===== src/rtl/fconv_pkg.sv =====
// Shared definitions for the FloPoCo converter family: exception encodings,
// default field widths and the packed FloPoCo word layout.
package fconv_pkg;

  localparam int WE_DEF = 6;
  localparam int WF_DEF = 6;

  localparam logic [1:0] EXC_ZERO = 2'b00;
  localparam logic [1:0] EXC_NORM = 2'b01;
  localparam logic [1:0] EXC_INF  = 2'b10;
  localparam logic [1:0] EXC_NAN  = 2'b11;

  typedef struct packed {
    logic [1:0]        exc;
    logic              sign;
    logic [WE_DEF-1:0] exp;
    logic [WF_DEF-1:0] frac;
  } flopoco_word_t;

endpackage


===== src/rtl/fconv_decode.sv =====
// Combinational classify/field-build from an IEEE word to a FloPoCo word.
// Subnormals with frac MSB set map exactly when FCONV_SUBNORM_EN is defined.
module fconv_decode import fconv_pkg::*; #(
  parameter int WE = WE_DEF,
  parameter int WF = WF_DEF
) (
  input  logic [WE+WF:0]   ieee,
  output logic [WE+WF+2:0] fp,
  output logic             nan,
  output logic             uflow
);

  logic          sign_s;
  logic [WE-1:0] exp_s;
  logic [WF-1:0] frac_s;

  assign sign_s = ieee[WE+WF];
  assign exp_s  = ieee[WE+WF-1:WF];
  assign frac_s = ieee[WF-1:0];

  // Classify the input and build the FloPoCo fields plus per-word flags.
  always_comb begin
    fp    = {EXC_ZERO, sign_s, {(WE+WF){1'b0}}};
    nan   = 1'b0;
    uflow = 1'b0;
    if (exp_s == {WE{1'b0}}) begin
      if (frac_s == {WF{1'b0}}) begin
        fp = {EXC_ZERO, sign_s, {(WE+WF){1'b0}}};
      end else begin
`ifdef FCONV_SUBNORM_EN
        // 0.1xxxxx * 2^-30 is exactly 1.xxxxx0 * 2^-31, i.e. biased exponent 0
        if (frac_s[WF-1]) begin
          fp = {EXC_NORM, sign_s, {WE{1'b0}}, frac_s[WF-2:0], 1'b0};
        end else begin
          uflow = 1'b1;
        end
`else
        uflow = 1'b1;
`endif
      end
    end else if (exp_s == {WE{1'b1}}) begin
      if (frac_s == {WF{1'b0}}) begin
        fp = {EXC_INF, sign_s, {(WE+WF){1'b0}}};
      end else begin
        fp  = {EXC_NAN, 1'b0, {(WE+WF){1'b0}}};
        nan = 1'b1;
      end
    end else begin
      fp = {EXC_NORM, sign_s, exp_s, frac_s};
    end
  end

endmodule


===== src/rtl/fconv_ieee2fp.sv =====
// Two-stage valid/ready IEEE -> FloPoCo converter with NaN/underflow flags and
// a saturating flush counter. Optional exact subnormal mapping: FCONV_SUBNORM_EN.
module fconv_ieee2fp import fconv_pkg::*; #(
  parameter int WE    = WE_DEF,
  parameter int WF    = WF_DEF,
  parameter int CNT_W = 8
) (
  input  logic               clk,
  input  logic               rst_n,
  input  logic [WE+WF:0]     in_data,
  input  logic               in_valid,
  output logic               in_ready,
  output logic [WE+WF+2:0]   out_data,
  output logic               out_valid,
  input  logic               out_ready,
  output logic               out_nan,
  output logic               out_uflow,
  output logic [CNT_W-1:0]   flush_cnt
);

  logic [WE+WF+2:0] dec_fp_s;
  logic             dec_nan_s;
  logic             dec_uflow_s;
  logic             s1_adv_s;
  logic             in_fire_s;

  logic             s1_valid_r;
  logic [WE+WF+2:0] s1_data_r;
  logic             s1_nan_r;
  logic             s1_uflow_r;

  fconv_decode #(.WE(WE), .WF(WF)) u_decode (
    .ieee  (in_data),
    .fp    (dec_fp_s),
    .nan   (dec_nan_s),
    .uflow (dec_uflow_s)
  );

  assign s1_adv_s  = !out_valid || out_ready;
  assign in_ready  = !s1_valid_r || s1_adv_s;
  assign in_fire_s = in_valid && in_ready;

  // Stage 1: capture decoded word whenever the stage is free or draining.
  always_ff @(posedge clk) begin
    if (!rst_n) begin
      s1_valid_r <= 1'b0;
      s1_data_r  <= {(WE+WF+3){1'b0}};
      s1_nan_r   <= 1'b0;
      s1_uflow_r <= 1'b0;
    end else if (in_ready) begin
      s1_valid_r <= in_valid;
      if (in_valid) begin
        s1_data_r  <= dec_fp_s;
        s1_nan_r   <= dec_nan_s;
        s1_uflow_r <= dec_uflow_s;
      end
    end
  end

  // Stage 2: output register, held while the consumer stalls.
  always_ff @(posedge clk) begin
    if (!rst_n) begin
      out_valid <= 1'b0;
      out_data  <= {(WE+WF+3){1'b0}};
      out_nan   <= 1'b0;
      out_uflow <= 1'b0;
    end else if (s1_adv_s) begin
      out_valid <= s1_valid_r;
      if (s1_valid_r) begin
        out_data  <= s1_data_r;
        out_nan   <= s1_nan_r;
        out_uflow <= s1_uflow_r;
      end
    end
  end

  // Flush counter: counts accepted flushed words, sticks at all-ones.
  always_ff @(posedge clk) begin
    if (!rst_n) begin
      flush_cnt <= {CNT_W{1'b0}};
    end else if (in_fire_s && dec_uflow_s && (flush_cnt != {CNT_W{1'b1}})) begin
      flush_cnt <= flush_cnt + {{(CNT_W-1){1'b0}}, 1'b1};
    end
  end

endmodule


===== config.mk =====
export PLATFORM = sky130hd
export DESIGN_NAME = fconv_ieee2fp
export DESIGN_NICKNAME = d
export VERILOG_FILES = /design/src/rtl/fconv_pkg.sv /design/src/rtl/fconv_decode.sv /design/src/rtl/fconv_ieee2fp.sv
export SDC_FILE = /design/constraint.sdc
export NUM_CORES = 1
export LEC_CHECK = 0
export ABC_CLOCK_PERIOD_IN_PS = 5800
export BUFFER_PORTS_ARGS = -buffer_cell sky130_fd_sc_hd__buf_2
export CORE_ASPECT_RATIO = 1.5
export CORE_MARGIN = 2
export CORE_UTILIZATION = 56
export CTS_BUF_LIST = sky130_fd_sc_hd__clkbuf_16
export DETAILED_ROUTE_END_ITERATION = 8
export PLACE_DENSITY_LB_ADDON = 0.25
export SLEW_MARGIN = 20
export SYNTH_ARGS = -nofsm -noshare
export SYNTH_HDL_FRONTEND = slang
export SYNTH_SLANG_ARGS = --single-unit

===== constraint.sdc =====
create_clock -name clk -period 5.8 [get_ports clk]
set_input_delay 0.87 -clock clk [delete_from_list [all_inputs] [get_ports clk]]
set_output_delay 0.87 -clock clk [all_outputs]
set_load 0.02 [all_outputs]

==> metrics <==
synthesized area=1780 µm²; Resize count post-CTS=0; CTS Hold Bufs=0; setup TNS=0 ps; global placement routability congestion=0.777; Period Utilization, post-route=between 40% and 50%; Yosys reg bits=44; ys async rst share=0%; Max-Cap Viols=0; num rows=25; CP top delay family=simple AND/OR/NAND/NOR gates; Arr. time, crit path=2660 ps; clock-pin slew on the worst setup and hold paths=about 60 ps; total number of vias=1639; drt drc=0; highest clock rate=406 MHz; Total Nets Final=around 270; pwr/cell area=about 330 nW/µm²; Hold Violations, Final=0; initial antenna violation count=0; RSZ-0062 raised after global routing=no; worst rel slew slack=50.0%; CTS tree=built; clock skew=~3.3 ps; Die H=73.1 µm; Setup crit start kind=input pin; Critical Path RT=5990 ps; Mean Syn Cell Area=8.48 µm²; CTS max path bufs=2; clock root buffer=clkbuf_16; # setup viols final=0; io pins=44; share of post-route cells with drive strength above 1=about 22%; pre-CTS setup slack=3070 ps; drt total wl=between 3000 and 4000 µm; via/cell ratio=5.67; total global routing overflow=0; CP Max Fanout=12; Die X-Extent=50.0 µm; Post-synth EDFFs=0; Worst Tran Pin Value=746 ps; vias in the first global route=1539; Hold Path Class=reg -> reg; Setup CP Type=in -> reg; P_leak=0.863 nW; crit path buf inv count=1; dpl hpwl=approximately 2700 µm; leading area contributor after synthesis=dfxtp_1; postcts setup bufs=0; Initial Utilization=between 50% and 60%; fin. max-slew vios=0; Die Area=3660 µm²; Worst path max stage delay=approximately 580 ps; most common cell in the synthesized netlist=nand2_1; area growth from synthesis to layout=23.1%; Synth Instances=210; Distinct cells, synth=35; largest net degree at the start of global routing=23; CTS H-Tree Depth=2; share of the synthesized area in the top cell type=approximately 49%; peak supply drop=about 0.25 mV; number of DRC markers in iteration 0=between 40 and 50; Core Area=3100 µm²; most common flop cell mapped by yosys=dfxtp_1; Wirelength per Cell=between 10 and 15 µm; slowest stage cell on the critical path=or4_4; Seq/Total Area, Yosys=49.5%; # port buffers=between 40 and 50; clock sinks=44; Reg2Reg Setup Slack=around 4000 ps; outcome=finished, final reports clean; Post-synth top cells=nand2_1 (49), dfxtp_1 (44), a21oi_1 (36), clkbuf_1 (11), nand3_1 (10); min cycle time layout=between 2000 and 2500 ps; syn_nets=~230; gr usage total=around a quarter; CP Capture Type=register; # diodes=0; Post-DRT Antenna Nets=0; TritonCTS Buffers=5; Synth area leaders=dfxtp_1 (49%), nand2_1 (10%), a21oi_1 (10%); crit-path cells=buf_2, or4_4, a211o_1, or4_1, a21oi_1; TritonRoute pass-1 iters=4; Clk Latency, worst-skew pair=roughly 280 ps; wire length of the first global-routing pass=6720 µm; Setup WS post-layout=3340 ps; yosys warns=0
-- layout make-up --
cell class / count / area (µm²)
clock buffer: 5 / 125
clock inverter: 2 / 60.1
fill: 275 / 905
inverter: 4 / 15.0
multi-input combinational: 150 / 838
sequential: 44 / 881
tap: 40 / 50.0
timing repair buffer: 44 / 223
-- worst min-delay path, delay by kind of cell, from the launching register on --
| family | cells | cell delay, ps |
|---|---|---|
| AOI/OAI and AO/OA | 1 | 50 |
| DFF | 1 | 300 |
| and+or+nand+nor | 1 | 50 |
-- layout by cell type (no fill, tap or decap), types with 2 or more instances in the layout --
| cell | synthesis | final |
|---|---|---|
| a21oi_1 | 36 | 36 |
| a32oi_1 | 6 | 6 |
| and2_1 | 4 | 4 |
| buf_2 | 1 | 43 |
| bufinv_16 | 0 | 2 |
| clkbuf_16 | 0 | 5 |
| dfxtp_1 | 44 | 44 |
| inv_1 | 3 | 3 |
| nand2_1 | 49 | 49 |
| nand2b_1 | 2 | 2 |
| nand3_1 | 10 | 10 |
| nand3b_1 | 2 | 2 |
| nand4_1 | 2 | 2 |
| nor2_1 | 8 | 8 |
| o211a_1 | 2 | 2 |
| o211ai_1 | 2 | 2 |
| o21ai_1 | 2 | 2 |
| o31ai_1 | 3 | 3 |
| o41ai_1 | 2 | 2 |
| or2_2 | 2 | 2 |
| or3_1 | 2 | 2 |
| or4_1 | 2 | 2 |
| or4b_1 | 2 | 2 |
-- metal layers --
metal | global-route usage [%] | vias to the layer above | share of wire [%]
met5 | 0 | - | 0
met4 | 12.3 | 0 | 2.0
met3 | 4.30 | 8 | 4.6
met2 | 43.0 | 49 | 53
met1 | 26.6 | 757 | 40
li1 | - | 825 | -
-- power by group --
| group | internal (W) | leakage [nW] | total, W | switching, W |
|---|---|---|---|---|
| clock network | 0.000244 | 0.0899 | 0.000350 | 0.000106 |
| registers | 0.000311 | 0.358 | 0.000316 | 0.00000469 |
| logic | 0.0000156 | 0.415 | 0.0000470 | 0.0000314 |
-- metrics by stage --
step                hold slack (ps)  utilization (%)  area, µm²  std cells  total power [W]
detailed placement              445             64.8       2010        282         0.000369
CTS                             453             70.8       2190        289         0.000718
global route                    471             70.8       2190        289         0.000737
global placement                438             64.8       2010        282         0.000368
floorplan                       431                -       1780        210         0.000352
finish                          449             70.8       2190        289         0.000713
-- final timing paths --
| path | end | cells after the start | start |
|---|---|---|---|
| min reg2reg | out_nan | 2 | out_nan |
| min | out_nan | 2 | out_nan |
| max reg2reg | flush_cnt[4] | 5 | flush_cnt[0] |
| max | flush_cnt[4] | 5 | in_data[7] |
-- logic make-up after synthesis --
group	synth area share, %
multiplexers	0.562
AND/OR/NAND/NOR	24.0
AO/OA/AOI/OAI	21.8
buffers and inverters	3.44
flip-flops	49.5
adder cells (fa/ha/maj)	0.703
-- registers in the layout (all words and copies together), names as in the netlist --
name        count
out_data       15
s1_nan_r        1
out_nan         1
flush_cnt       8
out_valid       1
s1_valid_r      1
s1_data_r      15
out_uflow       1
s1_uflow_r      1
Note: power is estimated with default switching activity, not from simulation.
